<file path="config.mk">
export PLATFORM = sky130hd
export DESIGN_NAME = mux_sel_arbiter
export DESIGN_NICKNAME = d
export VERILOG_FILES = /design/src/rtl/mux_sel_arbiter.sv
export SDC_FILE = /design/constraint.sdc
export NUM_CORES = 1
export LEC_CHECK = 0
export ABC_AREA = 1
export CORE_MARGIN = 4
export CORE_UTILIZATION = 50
export DETAILED_ROUTE_END_ITERATION = 10
export PLACE_DENSITY_LB_ADDON = 0.08
export SLEW_MARGIN = 40
export SYNTH_ARGS = -nofsm -noshare
export SYNTH_HDL_FRONTEND = slang
export SYNTH_SLANG_ARGS = --single-unit
export TNS_END_PERCENT = 50
</file>
<file path="constraint.sdc">
create_clock -name clk -period 3.5 [get_ports clk]
set_clock_uncertainty 0.1 [all_clocks]
set_input_delay 0.35 -clock clk [delete_from_list [all_inputs] [get_ports clk]]
set_output_delay 0.35 -clock clk [all_outputs]
set_load 0.01 [all_outputs]
</file>
<file path="src/rtl/mux_sel_arbiter.sv">
// Round-robin owner arbiter for the 8:1 mux select, with hold limit and idle gap.
// Optional MUX_ARB_LOCK_EN adds a lock input that lets the owner extend its grant.
module mux_sel_arbiter #(
  parameter int unsigned HOLD_MAX   = 4,
  parameter int unsigned GAP_CYCLES = 1
) (
  input  logic       clk,
  input  logic       rst,
  input  logic [7:0] req,
`ifdef MUX_ARB_LOCK_EN
  input  logic       lock,
`endif
  output logic [2:0] sel,
  output logic [7:0] gnt,
  output logic       busy,
  output logic [3:0] hold_cnt
);

  typedef enum logic [1:0] {
    IDLE  = 2'd0,
    GRANT = 2'd1,
    GAP   = 2'd2
  } state_t;

  state_t     state_q, state_d;
  logic [2:0] ptr_q, ptr_d;
  logic [2:0] sel_q, sel_d;
  logic [7:0] gnt_q, gnt_d;
  logic       busy_q, busy_d;
  logic [3:0] hold_cnt_q, hold_cnt_d;
  logic [1:0] gap_cnt_q, gap_cnt_d;

  logic       found;
  logic [2:0] win;
  logic [2:0] idx;
  logic       release_now;
  logic [3:0] hold_next;
  state_t     after_rel;

  // Search for the first requester after the last owner, wrapping 7 to 0.
  always_comb begin
    found = 1'b0;
    win   = 3'd0;
    idx   = 3'd0;
    for (int k = 1; k <= 8; k++) begin
      idx = ptr_q + 3'(k);
      if (!found && req[idx]) begin
        found = 1'b1;
        win   = idx;
      end
    end
  end

  // Release condition and hold counter increment for the current owner.
  always_comb begin
`ifdef MUX_ARB_LOCK_EN
    release_now = !req[sel_q] ||
                  (!lock && (hold_cnt_q >= 4'(HOLD_MAX)));
    hold_next   = (hold_cnt_q == 4'd15) ? 4'd15 : hold_cnt_q + 4'd1;
`else
    release_now = !req[sel_q] || (hold_cnt_q == 4'(HOLD_MAX));
    hold_next   = hold_cnt_q + 4'd1;
`endif
    after_rel = (GAP_CYCLES > 0) ? GAP : IDLE;
  end

  // Next-state and next-output logic of the arbiter FSM.
  always_comb begin
    state_d    = state_q;
    ptr_d      = ptr_q;
    sel_d      = sel_q;
    gnt_d      = gnt_q;
    hold_cnt_d = hold_cnt_q;
    gap_cnt_d  = gap_cnt_q;
    unique case (state_q)
      IDLE: begin
        if (found) begin
          state_d    = GRANT;
          sel_d      = win;
          gnt_d      = 8'd1 << win;
          hold_cnt_d = 4'd1;
        end
      end
      GRANT: begin
        if (release_now) begin
          state_d    = after_rel;
          gnt_d      = 8'd0;
          hold_cnt_d = 4'd0;
          ptr_d      = sel_q;
          gap_cnt_d  = 2'd0;
        end else begin
          hold_cnt_d = hold_next;
        end
      end
      GAP: begin
        if (gap_cnt_q == 2'(GAP_CYCLES - 1)) begin
          state_d   = IDLE;
          gap_cnt_d = 2'd0;
        end else begin
          gap_cnt_d = gap_cnt_q + 2'd1;
        end
      end
      default: begin
        state_d    = IDLE;
        gnt_d      = 8'd0;
        hold_cnt_d = 4'd0;
      end
    endcase
    busy_d = (state_d != IDLE);
  end

  // State and registered outputs, synchronous active-low reset.
  always_ff @(posedge clk) begin
    if (!rst) begin
      state_q    <= IDLE;
      ptr_q      <= 3'd7;
      sel_q      <= 3'd0;
      gnt_q      <= 8'd0;
      busy_q     <= 1'b0;
      hold_cnt_q <= 4'd0;
      gap_cnt_q  <= 2'd0;
    end else begin
      state_q    <= state_d;
      ptr_q      <= ptr_d;
      sel_q      <= sel_d;
      gnt_q      <= gnt_d;
      busy_q     <= busy_d;
      hold_cnt_q <= hold_cnt_d;
      gap_cnt_q  <= gap_cnt_d;
    end
  end

  assign sel      = sel_q;
  assign gnt      = gnt_q;
  assign busy     = busy_q;
  assign hold_cnt = hold_cnt_q;

endmodule

</file>
# Yosys cells after proc, flatten, opt, wreduce, memory -nomap -nowiden
# Index checks and enable logic that the tools add are counted.
# word_totals
reg_bits,23
input_bits,10
out_inout_bits,16
word_cells,104
# op_classes
n_addsub,9
magnitude_cmp,9
n_eq_ne,5
shifts,1
mux,47
n_bitwise,1
n_reduce_logical,25
# ops
op,n
< comparator 3 x 4 -> 1 bit (second input constant),9
binary-select mux 1 bit (select 3 bit),9
2-to-1 mux 3 bit,8
one-hot mux 8 bit (3 select lines),1
2-to-1 mux 1 bit,17
2-to-1 mux 8 bit,2
adder 3 bit (second input constant),4
one-hot mux 4 bit (3 select lines),1
2-to-1 mux 2 bit,5
logical NOT 1 bit,8
2-to-1 mux 4 bit,2
AND reduction 2 bit,4
<< shifter 1 x 3 -> 8 bit (first input constant),1
logical AND 1 bit,7
adder 3 x 2 -> 3 bit (second input constant),2
one-hot mux 2 bit (3 select lines),1
adder 4 x 1 -> 4 bit (second input constant),1
equality test 4 x 3 -> 1 bit (second input constant),1
logical NOT 2 bit,2
inequality test 2 bit (second input constant),2
one-hot mux 2 bit (2 select lines),1
nonzero test 2 bit,2
adder 3 x 1 -> 3 bit (second input constant),1
AND reduction 3 bit,1
other kinds (5),5

# Longest topological paths before layout
# Gate-level depths: netlist (run 1).
# logic_depth
ltp_word,28
ltp_mapped,20
mapped_depth_nobuf,18

# Least setup slack after synthesis (run 1)
# No wires, ideal clock.
# synth_timing
kind,flip-flop to flip-flop
from,register ptr_q[1]
to,register busy_q (netlist: busy)
setup_time_ns,0.134
t_arrival_ns,2.179
t_required_ns,3.266
slack_ns,1.087
stages_incl_launch_ff,17
path_buffers,2
path_cell_list,dfxtp_1 -> buf_4 -> inv_2 -> ha_1 -> buf_6 -> inv_2 -> nand3_2 -> nand3_2 -> nand2_4 -> nor2_8 -> nand4_4 -> nor2_4 -> nand3_4 -> nand2_2 -> inv_4 -> nor2_1 -> a21oi_1
# synth_via
elab_chain_cells,28
elab_cells_between_ends,48
# synth_lines
element,line_no,rtl
"start, declared",26,"logic [2:0] ptr_q, ptr_d;"
"start signal, assigned",124,ptr_q <= ptr_d;
adder 3 x 1 -> 3 bit,46,idx = ptr_q + 3'(k);
binary-select mux 1 bit (select 3 bit),47,if (!found && req[idx]) begin
2-to-1 mux 1 bit (implied by the code),47,
2-to-1 mux 1 bit,47,
logical NOT 1 bit,47,
logical AND 1 bit,47,
2-to-1 mux 1 bit,47,
logical NOT 1 bit,47,
(+12 left out),-,
logical AND 1 bit,47,
2-to-1 mux 1 bit,47,
logical NOT 1 bit,47,
logical AND 1 bit,47,
2-to-1 mux 1 bit (*),47,
2-to-1 mux 2 bit (*),77,if (found) begin
one-hot mux 2 bit (3 select lines) (*),75,unique case (state_q)
nonzero test 2 bit (*),109,busy_d = (state_d != IDLE);
"end signal, assigned",127,busy_q <= busy_d;
"end, declared",29,"logic busy_q, busy_d;"
# Mark *: on every way between the ends. The rest lies on a longest branch, timed or not. The select of a mux whose other input is x is not followed.
# A chain may end at the register's enable or synchronous reset.

# Worst setup path in the final report (run 1)
# Same ends and word-level chain as after synthesis.

==> reports/results.txt, run 1 <==
Synthesized area per cell = 6.944 um2
Num ports = 26
# rows = 22
Setup Viol. Count Final = 0
Syn_nets = 298
Post_cts resized = 0
Post-synthesis cell type count = 35
Async set or reset register ratio after synthesis = 0
Vias in the first global route = 1659
Clock sink count = 23
CTS clk-pin slew, worst paths = 80 ps
Core area = 0.003716 mm2
Clock Tree Root = clkbuf_8
Die height = 70.58 um
First-pass GRT wire length = 7.935 mm
Power density over the cells = 1022 mW/mm2
Crit path to = busy$_SDFF_PN0_
Final #Nets = 325
Hold Path Class = reg2reg
Highest Signal Layer = met3
Detailed Route Iter0 Violations = 162
Syn Inst Count = 282
Overflow after GRT = 0
Initial antenna violation count = 0
DR WL/cell = 13.15 um
Critical Path Sink Type = flop
WL met2 = 2.057 mm
DR vias/cell = 5.351
Synthesized area = 0.001958 mm2
Main synth FF type = dfxtp_1
Maxcap violations = 0
Crit path time final = 2602 ps
CTS tree = built
Flop2flop setup slack = 900 ps
Placer's final routability congestion estimate = 0.8836
Maximum vdd drop = 0.0003736 V
Critical path type = reg2reg
Relative slew slack = 0.6731
Routed Antenna Nets = 0
Share of layout cells above drive strength 1 = 0.1883
Dpl hpwl = 3.836 mm
Post-CTS setup buffer count = 0
CTS Buffer Depth = 2
Yosys top cell area share = 0.2351
CP startpoint = ptr_q[1]$_SDFFE_PN1P_
Synth cell count leaders = nand2_1 (68), nand3_1 (39), nor2_1 (30)
ANT cells = 0
Clk Latency, worst-skew pair = 260 ps
Final Hold Vio Count = 0
Final Cycle Share = 0.7434
Routed vias = 1905
Die Span X = 70.58 um
Worst-margin pin slew = 489.8 ps
Pleak = 1.018 nW
Crit path launch type = flop
Sum of negative setup slack = 0 ps
Ys Warns = 0
Largest net degree at the start of global routing = 15
Met3 wire len = 236 um
Gr usage total = 0.1888
CTS H-tree lvls = 1
Number of synthesized flops with an enable pin = 0
DR DRC count = 0
Buffers on Ports = 25
Die area = 0.004982 mm2
Max-slew violation count = 0
Met1 wire length = 2.387 mm
Synth-to-Final Area Change = 16.74%
Crit-path max FO = 8
Register area share after synthesis = 0.2351
Num CTS Buffers = 3
Post-CTS Hold Buffers = 0
Outcome = finished clean
Count leader, synth = nand2_1
Dpl ws = 913.9 ps
Yosys top cell by area = dfxtp_1
Final Power = 2.336 mW
R2R Path End = busy$_SDFF_PN0_
R2R cell count = 14
Required time worst endpoint = 3530 ps
Final core area utilization = 0.6152
Pre-antenna DRT Iters = 4
Setup ws final = 898.1 ps
Max Fclk = 384.3 MHz
Design Area, Final = 0.002286 mm2
Post-DP Area = 0.002240 mm2
Yosys reg bits = 23
Critical hold path startpoint = gnt[3]$_SDFFE_PN0P_
RSZ-0062 raised after global routing = no
Critical Path AT = 2640 ps
Largest cells by area after synthesis = dfxtp_1 (24%), nand2_1 (13%), nand3_1 (10%), nor2_1 (5.8%), nand3_2 (5.1%)
Critical R2R Launch = ptr_q[1]$_SDFFE_PN1P_
Starting Density = 0.5269
Routed WL = 4.680 mm
[critical path, cell delays in order (launching register included)]
cell and delay [ps]:
dfxtp_1 350, inv_2 100, ha_1 420, inv_2 180
nand3_2 110, nand3_2 120, nand2_4 90, nor2_8 150
nand4_4 120, nor2_4 180, nand3_4 120, nand2_2 110
inv_4 60, nor2_1 150, a21oi_1 100
[worst min-delay path by stage]
stage | cells after the start | to
2_1_floorplan | 2 | gap_cnt_q[0]$_SDFFE_PN0P_
3_3_place_gp | 2 | gnt[6]$_SDFFE_PN0P_
3_5_place_dp | 2 | gnt[3]$_SDFFE_PN0P_
4_1_cts | 2 | gnt[3]$_SDFFE_PN0P_
5_1_grt | 2 | gnt[3]$_SDFFE_PN0P_
6_report | 2 | gnt[3]$_SDFFE_PN0P_
[layout by cell type, fill, tap and decap left out, types with 2 or more instances in the layout]
cell type,instances
o21ai_1,5
buf_4,3
nand2_2,8
nand3_2,10
a21oi_1,10
dfxtp_1,23
nor2_1,30
nand3_1,39
clkbuf_8,3
xor2_1,3
o211ai_1,3
nand3_4,4
clkdlybuf4s50_1,25
nand2_1,68
nand2_4,5
nor2_4,2
ha_1,6
a31oi_1,2
nor2_2,4
nand4_1,5
inv_1,20
o21ai_0,10
inv_4,3
inv_2,6
[power by group]
part,switching [mW],internal [mW],leakage [nW]
Combinational,1.16,0.612,0.805
Clock,0.0819,0.0793,0.0255
Sequential,0.0745,0.331,0.188
[area by class of cell]
class                           count  area [um2]
Fill cell                         358        1430
Multi-Input combinational cell    224        1330
Sequential cell                    23       460.4
Timing Repair Buffer               28       272.8
Inverter                           29       116.4
Tap cell                           48       60.06
Clock buffer                        3       41.29
Clock inverter                      1       5.005
[cell families (layout without fill, tap and decap cells)]
family / count (synthesis) / in the layout / synth area share
AND/OR/NAND/NOR: 180 / 180 / 0.5093
AO/OA/AOI/OAI: 33 / 33 / 0.1054
flip-flops: 23 / 23 / 0.2351
adder cells (fa/ha/maj): 6 / 6 / 0.03834
buffers and inverters: 35 / 61 / 0.08562
XOR/XNOR: 5 / 5 / 0.02620
[routing by layer]
layer / GRT usage / vias up
li1: - / 981
met4: 0.006263 / 0
met3: 0.02557 / 0
met2: 0.2879 / 60
met1: 0.2984 / 864
met5: 0 / -
[sequential cells by signal, summed over array words and instances, names as in the netlist]
name       flops
busy           1
gap_cnt_q      2
gnt            8
hold_cnt       4
ptr_q          3
sel            3
state_q        2
[through the flow]
stage	hold WS, ps	std cells
after floorplan	359.8	282
after global placement	359.5	352
after detailed placement	362.4	352
after CTS	375.3	356
after global routing	406.5	356
final	370.9	356
(Power assumes the default switching activity.)
==> run 2: changes to the inputs <==
==> constraint.sdc (replaced) <==
create_clock -name clk -period 2.43 [get_ports clk]
set_clock_uncertainty 0.1 [all_clocks]
set_input_delay 0.243 -clock clk [delete_from_list [all_inputs] [get_ports clk]]
set_output_delay 0.243 -clock clk [all_outputs]
set_load 0.01 [all_outputs]
==> run 2 against run 1 <==
Effect of this change: non-clock buffer count increased by 16; die area unchanged; sequential share of layout area is 1.7 points lower; clock-buffer cell count is the same; first-iteration DRC count down 64%; setup slack worse by 790 ps; flip-flop and latch count unchanged; sequential power increased by 40%; via count is 1.2% higher; critical path type unchanged; critical endpoint is now gnt[4]$_SDFFE_PN0P_.
==> reports/results.txt, run 2 (synthesis gave the netlist of run 1 again) <==
Worst hold path depth = 2
Internal = 1.682 mW
Final core area utilization = 0.6744
Pre-antenna DRT Iters = 4
Hold Path Class = reg2reg
Die area = 0.004982 mm2
Clock sink count = 23
Largest net degree at the start of global routing = 14
Most frequent cells in the layout = nand2_1 (67), nand3_1 (30), nor2_1 (29)
Pleak = 1.106 nW
Die Span X = 70.58 um
Endpoint, Worst Hold = gnt[7]$_SDFFE_PN0P_
Gr usage total = 0.1870
Final Hold Vio Count = 0
Dpl hpwl = 3.682 mm
Critical Path Sink Type = flop
Post-CTS Hold Buffers = 0
Relative slew slack = 0.6980
Critical path type = reg2reg
Flop pwr share = 0.156
Buffers on Ports = 25
Worst-margin pin slew = 452.5 ps
Required time worst endpoint = 2540 ps
Design Area, Final = 0.002506 mm2
Num CTS Buffers = 3
Crit-path max FO = 8
First-pass GRT wire length = 7.776 mm
Post-DP Area = 0.002292 mm2
Initial antenna violation count = 0
Grt met3 use = 0.03693
NetSw = 1.976 mW
Flop2flop setup slack = 110 ps
DR DRC count = 0
Finished Layout Cells = 372
DR WL/cell = 12.44 um
Max-slew violation count = 0
Sw Share = 0.5402
Routed WL = 4.629 mm
Clk network pwr share = 0.066
Die height = 70.58 um
Clk Latency, worst-skew pair = 270 ps
Met1 Use GR = 0.2723
M2 GR Usage = 0.3015
Maxcap violations = 0
Routed vias = 1927
Setup ws final = 108.9 ps
Starting Density = 0.5269
Crit path launch type = flop
Placed Cells = 359
Share of layout cells above drive strength 1 = 0.2747
Overflow after GRT = 0
Comb pwr share = 0.778
Dpl ws = -38.87 ps
Critical hold path startpoint = gnt[7]$_SDFFE_PN0P_
Detailed Route Iter0 Violations = 58
CTS Buffer Depth = 2
Largest register FFs = 8
Critical Path AT = 2430 ps
Clock Tree Root = clkbuf_8
Final Cycle Share = 0.9552
CTS tree = built
Critical R2R Launch = ptr_q[0]$_SDFFE_PN1P_
Routed Antenna Nets = 0
Core area = 0.003716 mm2
Max Fclk = 430.8 MHz
Final Power = 3.658 mW
Placer's final routability congestion estimate = 0.9185
R2R cell count = 13
Crit path time final = 2321 ps
Outcome = finished clean
ANT cells = 0
Layout filler cell count = 335
Setup Viol. Count Final = 0
# rows = 22
Power density over the cells = 1460 mW/mm2
Busiest grt layer = met2
Final #Nets = 341
Vias in the first global route = 1723
Maximum vdd drop = 0.0006551 V
R2R Path End = gnt[4]$_SDFFE_PN0P_
Num ports = 26
Most common cell after layout, fill and taps aside = nand2_1
DR vias/cell = 5.180
CTS H-tree lvls = 1
CTS clk-pin slew, worst paths = 90 ps
Synth-to-Final Area Change = 27.99%
## run 2: per-stage QoR
| step | hold slack [ps] | TNS (ps) |
|---|---|---|
| floorplan | 281.4 | 0 |
| global placement | 358.4 | 0 |
| detailed placement | 362.4 | -38.87 |
| CTS | 376.3 | 0 |
| global route | 392.9 | -339.0 |
| finish | 361.2 | 0 |
## run 2: power groups by stage
stage          Clock (mW)  Sequential (mW)  Combinational, mW
2_1_floorplan           0            0.588               2.02
6_report            0.242            0.569               2.85
3_3_place_gp            0            0.568               2.60
5_1_grt             0.262            0.585               3.17
3_5_place_dp            0            0.569               2.63
4_1_cts             0.246            0.563               2.64
## run 2: cell type report
type	instances	area [um2]	area share
Timing Repair Buffer	44	400.4	0.1598
Sequential cell	23	462.9	0.1847
Clock inverter	1	5.005	0.001997
Tap cell	48	60.06	0.02396
Multi-Input combinational cell	224	1418	0.5657
Inverter	29	118.9	0.04743
Clock buffer	3	41.29	0.01648
## run 2: timing repair
action | 4_1_cts | 5_1_grt
endpoints found under the setup margin | 2 | 16
pin swaps | 0 | 8
buffers inserted | 0 | 9
resized for setup | 1 | 21
## run 2: worst max-delay path by stage
stage / startpoint / to / cells past startpoint / slack (ps)
6_report: ptr_q[0]$_SDFFE_PN1P_ / gnt[4]$_SDFFE_PN0P_ / 13 / 110
3_5_place_dp: ptr_q[0]$_SDFFE_PN1P_ / busy$_SDFF_PN0_ / 14 / -40
4_1_cts: ptr_q[0]$_SDFFE_PN1P_ / busy$_SDFF_PN0_ / 15 / 30
3_3_place_gp: ptr_q[0]$_SDFFE_PN1P_ / busy$_SDFF_PN0_ / 14 / 40
2_1_floorplan: ptr_q[1]$_SDFFE_PN1P_ / busy$_SDFF_PN0_ / 16 / 20
5_1_grt: ptr_q[0]$_SDFFE_PN1P_ / gnt[7]$_SDFFE_PN0P_ / 13 / -60
## run 2: metal layers
layer,up-vias,part of all wire
met2,47,0.44
li1,1021,-
met1,851,0.49
met4,0,0.011
met3,8,0.056
met5,-,0
## run 2: critical path: stages, from the launching register on
cell	delay (ps)
dfxtp_2	330
buf_6	130
buf_4	140
nand2_1	70
nand3_1	170
nand3_2	170
nand2_4	80
nor2_8	140
nand4_4	110
nor2_4	200
nand3_4	130
a22oi_4	310
nand3_1	110
o21ai_1	80
